===== src/rtl/picosoc_iomux.sv =====
// iomem fabric: page-decoded master-to-slave routing with a per-access
// watchdog and error logging so unmapped or stalled slaves cannot hang the CPU.
module picosoc_iomux #(
    parameter int unsigned NUM_SLAVES = 4,
    parameter logic [8*NUM_SLAVES-1:0] SLAVE_PAGES = {8'h06, 8'h05, 8'h04, 8'h03},
    parameter int unsigned TIMEOUT = 255,
    parameter logic [31:0] ERR_RDATA = 32'hDEAD_BEEF
) (
    input  logic                       clk,
    input  logic                       reset,
    input  logic                       m_valid,
    output logic                       m_ready,
    input  logic [3:0]                 m_wstrb,
    input  logic [31:0]                m_addr,
    input  logic [31:0]                m_wdata,
    output logic [31:0]                m_rdata,
    output logic [NUM_SLAVES-1:0]      s_valid,
    input  logic [NUM_SLAVES-1:0]      s_ready,
    output logic [3:0]                 s_wstrb,
    output logic [31:0]                s_addr,
    output logic [31:0]                s_wdata,
    input  logic [32*NUM_SLAVES-1:0]   s_rdata,
    input  logic                       err_clear,
    output logic                       err_pulse,
    output logic [31:0]                err_addr,
    output logic [7:0]                 err_count
);

    localparam int unsigned TW = $clog2(TIMEOUT + 1);
    localparam int unsigned SW = (NUM_SLAVES > 1) ? $clog2(NUM_SLAVES) : 1;
    localparam logic [TW-1:0] TLAST = TW'(TIMEOUT - 1);

    typedef enum logic [1:0] {
        IDLE,
        ACTIVE,
        RESP
    } state_e;

    state_e                state_q, state_d;
    logic [SW-1:0]         sel_q, sel_d;
    logic [TW-1:0]         timer_q, timer_d;
    logic [NUM_SLAVES-1:0] s_valid_q, s_valid_d;
    logic [3:0]            s_wstrb_q, s_wstrb_d;
    logic [31:0]           s_addr_q, s_addr_d;
    logic [31:0]           s_wdata_q, s_wdata_d;
    logic [31:0]           m_rdata_q, m_rdata_d;
    logic                  err_pulse_q, err_pulse_d;
    logic [31:0]           err_addr_q, err_addr_d;
    logic [7:0]            err_count_q, err_count_d;

    logic                  hit;
    logic [SW-1:0]         hit_idx;
    logic                  sel_ready;
    logic [31:0]           sel_rdata;
    logic                  err_set;
    logic [7:0]            cnt_base;

    // Descending scan so the lowest matching index is the one left standing
    always_comb begin
        hit     = 1'b0;
        hit_idx = '0;
        for (int i = int'(NUM_SLAVES) - 1; i >= 0; i--) begin
            if (m_addr[31:24] == SLAVE_PAGES[8*i +: 8]) begin
                hit     = 1'b1;
                hit_idx = SW'(i);
            end
        end
    end

    always_comb begin
        sel_ready = 1'b0;
        sel_rdata = '0;
        for (int i = 0; i < int'(NUM_SLAVES); i++) begin
            if (sel_q == SW'(i)) begin
                sel_ready = s_ready[i];
                sel_rdata = s_rdata[32*i +: 32];
            end
        end
    end

    always_ff @(posedge clk or posedge reset) begin
        if (reset) begin
            state_q     <= IDLE;
            sel_q       <= '0;
            timer_q     <= '0;
            s_valid_q   <= '0;
            s_wstrb_q   <= '0;
            s_addr_q    <= '0;
            s_wdata_q   <= '0;
            m_rdata_q   <= '0;
            err_pulse_q <= 1'b0;
            err_addr_q  <= '0;
            err_count_q <= '0;
        end else begin
            state_q     <= state_d;
            sel_q       <= sel_d;
            timer_q     <= timer_d;
            s_valid_q   <= s_valid_d;
            s_wstrb_q   <= s_wstrb_d;
            s_addr_q    <= s_addr_d;
            s_wdata_q   <= s_wdata_d;
            m_rdata_q   <= m_rdata_d;
            err_pulse_q <= err_pulse_d;
            err_addr_q  <= err_addr_d;
            err_count_q <= err_count_d;
        end
    end

    always_comb begin
        state_d    = state_q;
        sel_d      = sel_q;
        timer_d    = timer_q;
        s_valid_d  = s_valid_q;
        s_wstrb_d  = s_wstrb_q;
        s_addr_d   = s_addr_q;
        s_wdata_d  = s_wdata_q;
        m_rdata_d  = m_rdata_q;
        err_addr_d = err_addr_q;
        err_set    = 1'b0;
        unique case (state_q)
            IDLE: begin
                if (m_valid) begin
                    s_addr_d  = m_addr;
                    s_wdata_d = m_wdata;
                    s_wstrb_d = m_wstrb;
                    if (hit) begin
                        s_valid_d = NUM_SLAVES'(1) << hit_idx;
                        sel_d     = hit_idx;
                        timer_d   = '0;
                        state_d   = ACTIVE;
                    end else begin
                        m_rdata_d  = ERR_RDATA;
                        err_set    = 1'b1;
                        err_addr_d = m_addr;
                        state_d    = RESP;
                    end
                end
            end
            ACTIVE: begin
                timer_d = timer_q + 1'b1;
                if (sel_ready) begin
                    m_rdata_d = sel_rdata;
                    s_valid_d = '0;
                    state_d   = RESP;
                end else if (timer_q == TLAST) begin
                    s_valid_d  = '0;
                    m_rdata_d  = ERR_RDATA;
                    err_set    = 1'b1;
                    err_addr_d = s_addr_q;
                    state_d    = RESP;
                end
            end
            RESP: begin
                state_d = IDLE;
            end
            default: begin
                state_d = IDLE;
            end
        endcase
    end

    // Clear is applied before the increment so a coincident error counts as 1
    always_comb begin
        cnt_base    = err_clear ? 8'h00 : err_count_q;
        err_count_d = cnt_base;
        if (err_set) begin
            err_count_d = cnt_base + {7'b0, cnt_base != 8'hFF};
        end
        err_pulse_d = err_set;
    end

    always_comb begin
        m_ready   = (state_q == RESP);
        m_rdata   = m_rdata_q;
        s_valid   = s_valid_q;
        s_wstrb   = s_wstrb_q;
        s_addr    = s_addr_q;
        s_wdata   = s_wdata_q;
        err_pulse = err_pulse_q;
        err_addr  = err_addr_q;
        err_count = err_count_q;
    end

endmodule


===== config.mk =====
export PLATFORM = sky130hd
export DESIGN_NAME = picosoc_iomux
export DESIGN_NICKNAME = d
export VERILOG_FILES = /design/src/rtl/picosoc_iomux.sv
export SDC_FILE = /design/constraint.sdc
export NUM_CORES = 1
export LEC_CHECK = 0
export BUFFER_PORTS_ARGS = -buffer_cell sky130_fd_sc_hd__buf_2
export CAP_MARGIN = 30
export CORE_AREA = 2 2 135 137
export CTS_CLUSTER_SIZE = 20
export DETAILED_ROUTE_END_ITERATION = 8
export DIE_AREA = 0 0 137 139
export PLACE_DENSITY = 0.76
export SLEW_MARGIN = 20
export SYNTH_ARGS = -nofsm -noshare
export SYNTH_HDL_FRONTEND = slang
export SYNTH_SLANG_ARGS = --single-unit

===== constraint.sdc =====
create_clock -name clk -period 5.35 [get_ports clk]
set_input_delay 1.07 -clock clk [delete_from_list [all_inputs] [get_ports clk]]
set_output_delay 1.07 -clock clk [all_outputs]
set_load 0.02 [all_outputs]

== Yosys cells after proc, flatten, opt, wreduce, memory -nomap -nowiden ==
Cells that the tools add are included.
Storage, ports and cells
  register bits after elaboration: 157
  bits of input ports: 204
  word-level logic and storage cells: 87
Cells by class
  $add $sub $neg: 2
  eq/ne operators: 17
  shift operators: 1
  multiplexer cells: 46
  reduce and logical (&&, ||, !) cells: 10
Operators with widths (count)
  32-bit 2-to-1 mux: 12
  32-bit case mux with 2 select lines: 2
  8-bit 2-to-1 mux: 4
  8-bit by 3-bit == test with 1-bit output (second input constant): 3
  2-bit 2-to-1 mux: 8
  4-bit 2-to-1 mux: 4
  8-bit case mux with 2 select lines: 1
  1-bit 2-to-1 mux: 12
  2-bit != test (second input constant): 5
  8-bit by 1-bit adder with 8-bit output: 1
  8-bit by 1-bit adder with 8-bit output (second input constant): 1
  8-bit by 2-bit == test with 1-bit output (second input constant): 1
  8-bit == test (second input constant): 1
  8-bit != test (second input constant): 1
  4-bit case mux with 2 select lines: 1
  4-bit AND reduction: 2
  2-bit == test (second input constant): 3
  3-bit AND reduction: 2
  5-bit AND reduction: 1
  2-bit by 1-bit == test with 1-bit output (second input constant): 2
  2-bit zero test: 2
  2-bit case mux with 2 select lines: 1
  2-bit AND reduction: 2
  1-bit by 2-bit << shifter with 4-bit output (first input constant): 1
  3 further kinds: 3

== Depth between registers and ports, before layout ==
  depth after elaboration: 9
  depth in mapped cells: 9
  mapped depth without buffers: 8

== Worst setup path before layout ==
OpenSTA, ideal clock, no wires.
  path type: input -> register
  start point: input m_addr[28]
  end point: register timer_q[3]
  library setup time: 78 ps
  arrival time: 2610 ps
  data required time: 5272 ps
  path slack: 2662 ps
  stages: 6
  path buffers: 1
  cells stage by stage: or4_4 -> a211oi_4 -> a31oi_4 -> buf_6 -> or3_1 -> a21oi_1
On the way
  word-level cells in the longest chain between the ends: 7
RTL lines
  start, declared: RTL line 14  | input logic [31:0] m_addr,
  8-bit by 3-bit == test with 1-bit output: RTL line 63  | if (m_addr[31:24] == SLAVE_PAGES[8*i +: 8]) begin
  1-bit 2-to-1 mux (3 in a row): RTL line 63
  1-bit 2-to-1 mux *: RTL line 63
  2-bit != test (no line) *
  3-bit AND reduction (no line) *
  end signal, assigned: RTL line 97  | timer_q <= timer_d;
  end, declared: RTL line 41  | logic [TW-1:0] timer_q, timer_d;
Every way passes the cells marked *; elsewhere a longest branch is shown, timed or not.
A chain may end at the register's enable or synchronous reset.

== Worst setup path in the final report ==
  start point: input s_ready[3]
  end point: register err_addr_q[15] (netlist: err_addr[15])
On the way
  word-level cells in the longest chain between the ends: 3
RTL lines
  start, declared: RTL line 18  | input logic [NUM_SLAVES-1:0] s_ready,
  1-bit 2-to-1 mux: RTL line 74  | if (sel_q == SW'(i)) begin
  2-bit != test (no line)
  5-bit AND reduction (no line)
  end signal, assigned: RTL line 104  | err_addr_q <= err_addr_d;
  end, declared: RTL line 48  | logic [31:0] err_addr_q, err_addr_d;
No other way between the ends.

==> metrics.md <==
| Metric | Value |
|---|---|
| Fin Setup TNS | `0 ps` |
| Final GP Congestion | `0.812` |
| Die footprint | `0.0190 sq mm` |
| Initial antenna violation count | `9` |
| Die Width | `137 um` |
| Avg Inst Size Synth | `10.1 sq um` |
| Number of H-tree levels | `4` |
| Sw frac | `32.7%` |
| Critical path type | `in2reg` |
| Top-count cell post-synth | `nand2_1` |
| Row Count | `49` |
| Leading area contributor after synthesis | `dfrtp_1` |
| Post-cts sizing count | `0` |
| Max-Cap Viols | `0` |
| Sequence of cells on the critical path | `buf_2 > mux4_2 > o32a_2 > inv_2 > buf_4 > nor2_1 > a31oi_1` |
| Synthesis-to-layout area growth | `34.3%` |
| Worst min-delay path class | `reg2reg` |
| Starting Density | `41.1%` |
| Syn Nets | `927` |
| Outcome | `finished clean` |
| Final WS setup | `2610 ps` |
| Yosys reg bits | `157` |
| CP Capture Type | `flop` |
| Arr. time, crit path | `3080 ps` |
| Post-CTS Hold Fix Bufs | `0` |
| Critical Path RT | `5700 ps` |
| Seq pwr share | `43.6%` |
| Synth unique cells | `44` |
| WP depth | `7` |
| Total grt overflow | `0` |
| Worst Path Buf+Inv | `3` |
| First-pass GRT wire length | `35,200 um` |
| Total Wirelength | `22,800 um` |
| Syn. warnings | `0` |
| Internal Power | `2170 uW` |
| Largest net degree at the start of global routing | `92` |
| Final setup viols | `0` |
| Final Cycle Share | `51.2%` |
| Number of port buffers | `349` |
| Via count | `6,651` |
| Crit path launch type | `primary input` |
| Hold_sp | `s_wdata[13]$_DFFE_PP0P_` |
| Root buf cell | `clkbuf_16` |
| Clk pin slew, worst setup/hold paths | `70 ps` |
| Final Hold Violating Endpoints | `0` |
| Reg2Reg Launch Point | `sel_q[0]$_DFFE_PP0P_` |
| Reg2reg path depth | `6` |
| Final Slew Violations | `0` |
| Netlist Area Pre-Place | `0.00726 sq mm` |
| RSZ-0062 raised after global routing | `false` |
| Post-synth top area share | `54.1%` |
| Avg Vias per Cell | `5.12` |
| Nets@finish | `1,256` |
| Mapped Cells | `719` |
| CTS Buffer Depth | `2` |
| Final HPWL DP | `16,600 um` |
| Net switching power | `1050 uW` |
| Top cells by area, synth | `dfrtp_1, nand2_1, mux4_2` |
| CTS buffer count | `17` |
| Cell depth of the worst hold path | `2` |
| Sequential-to-total area share from yosys stat | `54.1%` |
| Max Fclk | `365 MHz` |
| Crit-path max FO | `63` |
| Ys flop type | `dfrtp_1` |
| Min Tclk post-route | `2740 ps` |
| Worst Setup SP | `s_ready[3]` |
| # clock sinks | `157` |
| Synth async-reset ratio | `100%` |
| Worst-Skew Late Latency | `430 ps` |
| Leak | `0.00485 uW` |
| CP peak stage delay | `540 ps` |
| Remaining DRCs | `0` |
| Vias in the first global route | `6,766` |
| Share of cells above drive strength 1 | `41.5%` |
| Die Height | `139 um` |
| Global Route Usage Sum | `24.1%` |
| Slew of the pin with the lowest slew margin | `831 ps` |
| Comb power frac | `19.8%` |
| Final Non-Filler Cells | `1,298` |
| Top Ports | `350` |
| Power per cell area | `330 mW/mm^2` |
| Drt initial violations | `451` |
| Critical path's slowest cell | `mux4_2` |
| Core ar. | `0.0177 sq mm` |
| Post-synth EDFFs | `0` |
| WL per Instance | `17.6 um` |
| Pre-CTS WS | `2150 ps` |
| CTS tree | `yes` |
| Post-synth top cells | `nand2_1, dfrtp_1, nor2_1, a31oi_1, mux4_2` |
| DRT Pass-1 Iters | `4` |
| Critical path's top delay family | `buffers and inverters` |
| Clk pwr share | `36.6%` |
| Worst vdd ir | `0.231 mV` |
| Setup Buffers After CTS | `0` |
| Cell count after placement | `1,258` |
| Antenna-violating nets left | `0` |
| Layout Skew | `8.79 ps` |
| Slew HR | `44.5%` |
-- cells in the final DEF (no fill, tap or decap), types with 2 or more instances in the layout --
cell       netlist  final
diode_2          0      8
a22o_1           8      8
mux4_2          33     33
buf_4            4      8
nor2_1          38     38
clkbuf_16        0     17
dfrtp_1        157    156
inv_8            0      5
nor3_1           2      2
o22a_1          24     24
nand4_1          4      4
mux2_2           5      5
inv_6            0      7
buf_2            4    349
o31ai_1          4      4
o21ai_0         12     12
nand2_1        288    287
a31oi_1         34     34
or3_1            6      6
nand3_1          5      5
inv_1            5      4
and3_1           3      3
a21oi_1         10     10
ha_1             4      4
xnor2_1          3      3
or4_1            3      3
nor2b_1          6      5
-- final cells by class --
class,count,area (sq um)
well taps,229,287
clock inverters,15,146
inverters,7,33.8
repair buffers,358,1830
diodes,8,20.0
multi-input cells,507,3080
flip-flops and latches,157,3930
clock buffers,17,425
fillers,1602,7900
-- path summary, 6_finish.rpt --
check	slack, ps	end
min in group asynchronous	800	err_addr[21]$_DFFE_PP0P_
worst max register to register	2950	err_addr[15]$_DFFE_PP0P_
max in group asynchronous	3490	err_addr[31]$_DFFE_PP0P_
worst max-delay path	2610	err_addr[15]$_DFFE_PP0P_
worst min-delay path	470	s_wdata[13]$_DFFE_PP0P_
worst min register to register	470	s_wdata[13]$_DFFE_PP0P_
-- metal layers --
layer / routed length, um / GRT usage, % / vias to the layer above / share of wire, %
li1: - / - / 3132 / -
met1: 8610 / 27.5 / 3191 / 38
met2: 11500 / 40.6 / 276 / 51
met5: 13 / 0 / - / 0.057
met4: 793 / 12.4 / 2 / 3.5
met3: 1830 / 7.20 / 50 / 8.0
-- power by group through the flow --
stage / Sequential (uW) / Clock (uW) / Combinational [uW]
4_1_cts: 1410 / 1200 / 646
3_3_place_gp: 1420 / 0 / 631
6_report: 1410 / 1180 / 638
3_5_place_dp: 1430 / 0 / 647
2_1_floorplan: 1570 / 0 / 222
5_1_grt: 1420 / 1260 / 703
-- flip-flops by register name, indices dropped and copies added, names as in the netlist --
name,flops
sel_q,2
err_count,8
s_wdata,32
s_valid,4
m_rdata,32
timer_q,8
s_wstrb,4
err_pulse,1
s_addr,32
err_addr,32
state_q,2
-- per-stage QoR --
stage / area [sq um] / total power, uW / utilization (%) / hold WS (ps)
global placement: 9140 / 2050 / 51.8 / 454
detailed placement: 9170 / 2070 / 51.9 / 461
floorplan: 7260 / 1790 / - / 531
global route: 9760 / 3390 / 55.3 / 500
finish: 9760 / 3220 / 55.3 / 471
CTS: 9740 / 3260 / 55.2 / 478
-- tightest hold or removal path: stages, from the launching register on --
cell	delay, ps
dfrtp_1	340
nand2_1	50
nand2_1	60
-- kinds of logic after synthesis --
| group | Yosys count | share of synthesized area, % |
|---|---|---|
| AO/OA/AOI/OAI | 100 | 10.1 |
| XOR/XNOR | 3 | 0.362 |
| adder cells (fa/ha/maj) | 4 | 0.689 |
| buffers and inverters | 55 | 3.70 |
| flip-flops | 157 | 54.1 |
| multiplexers | 38 | 11.0 |
| AND/OR/NAND/NOR | 362 | 20.1 |
No activity file was read; power rests on OpenSTA's default activity.
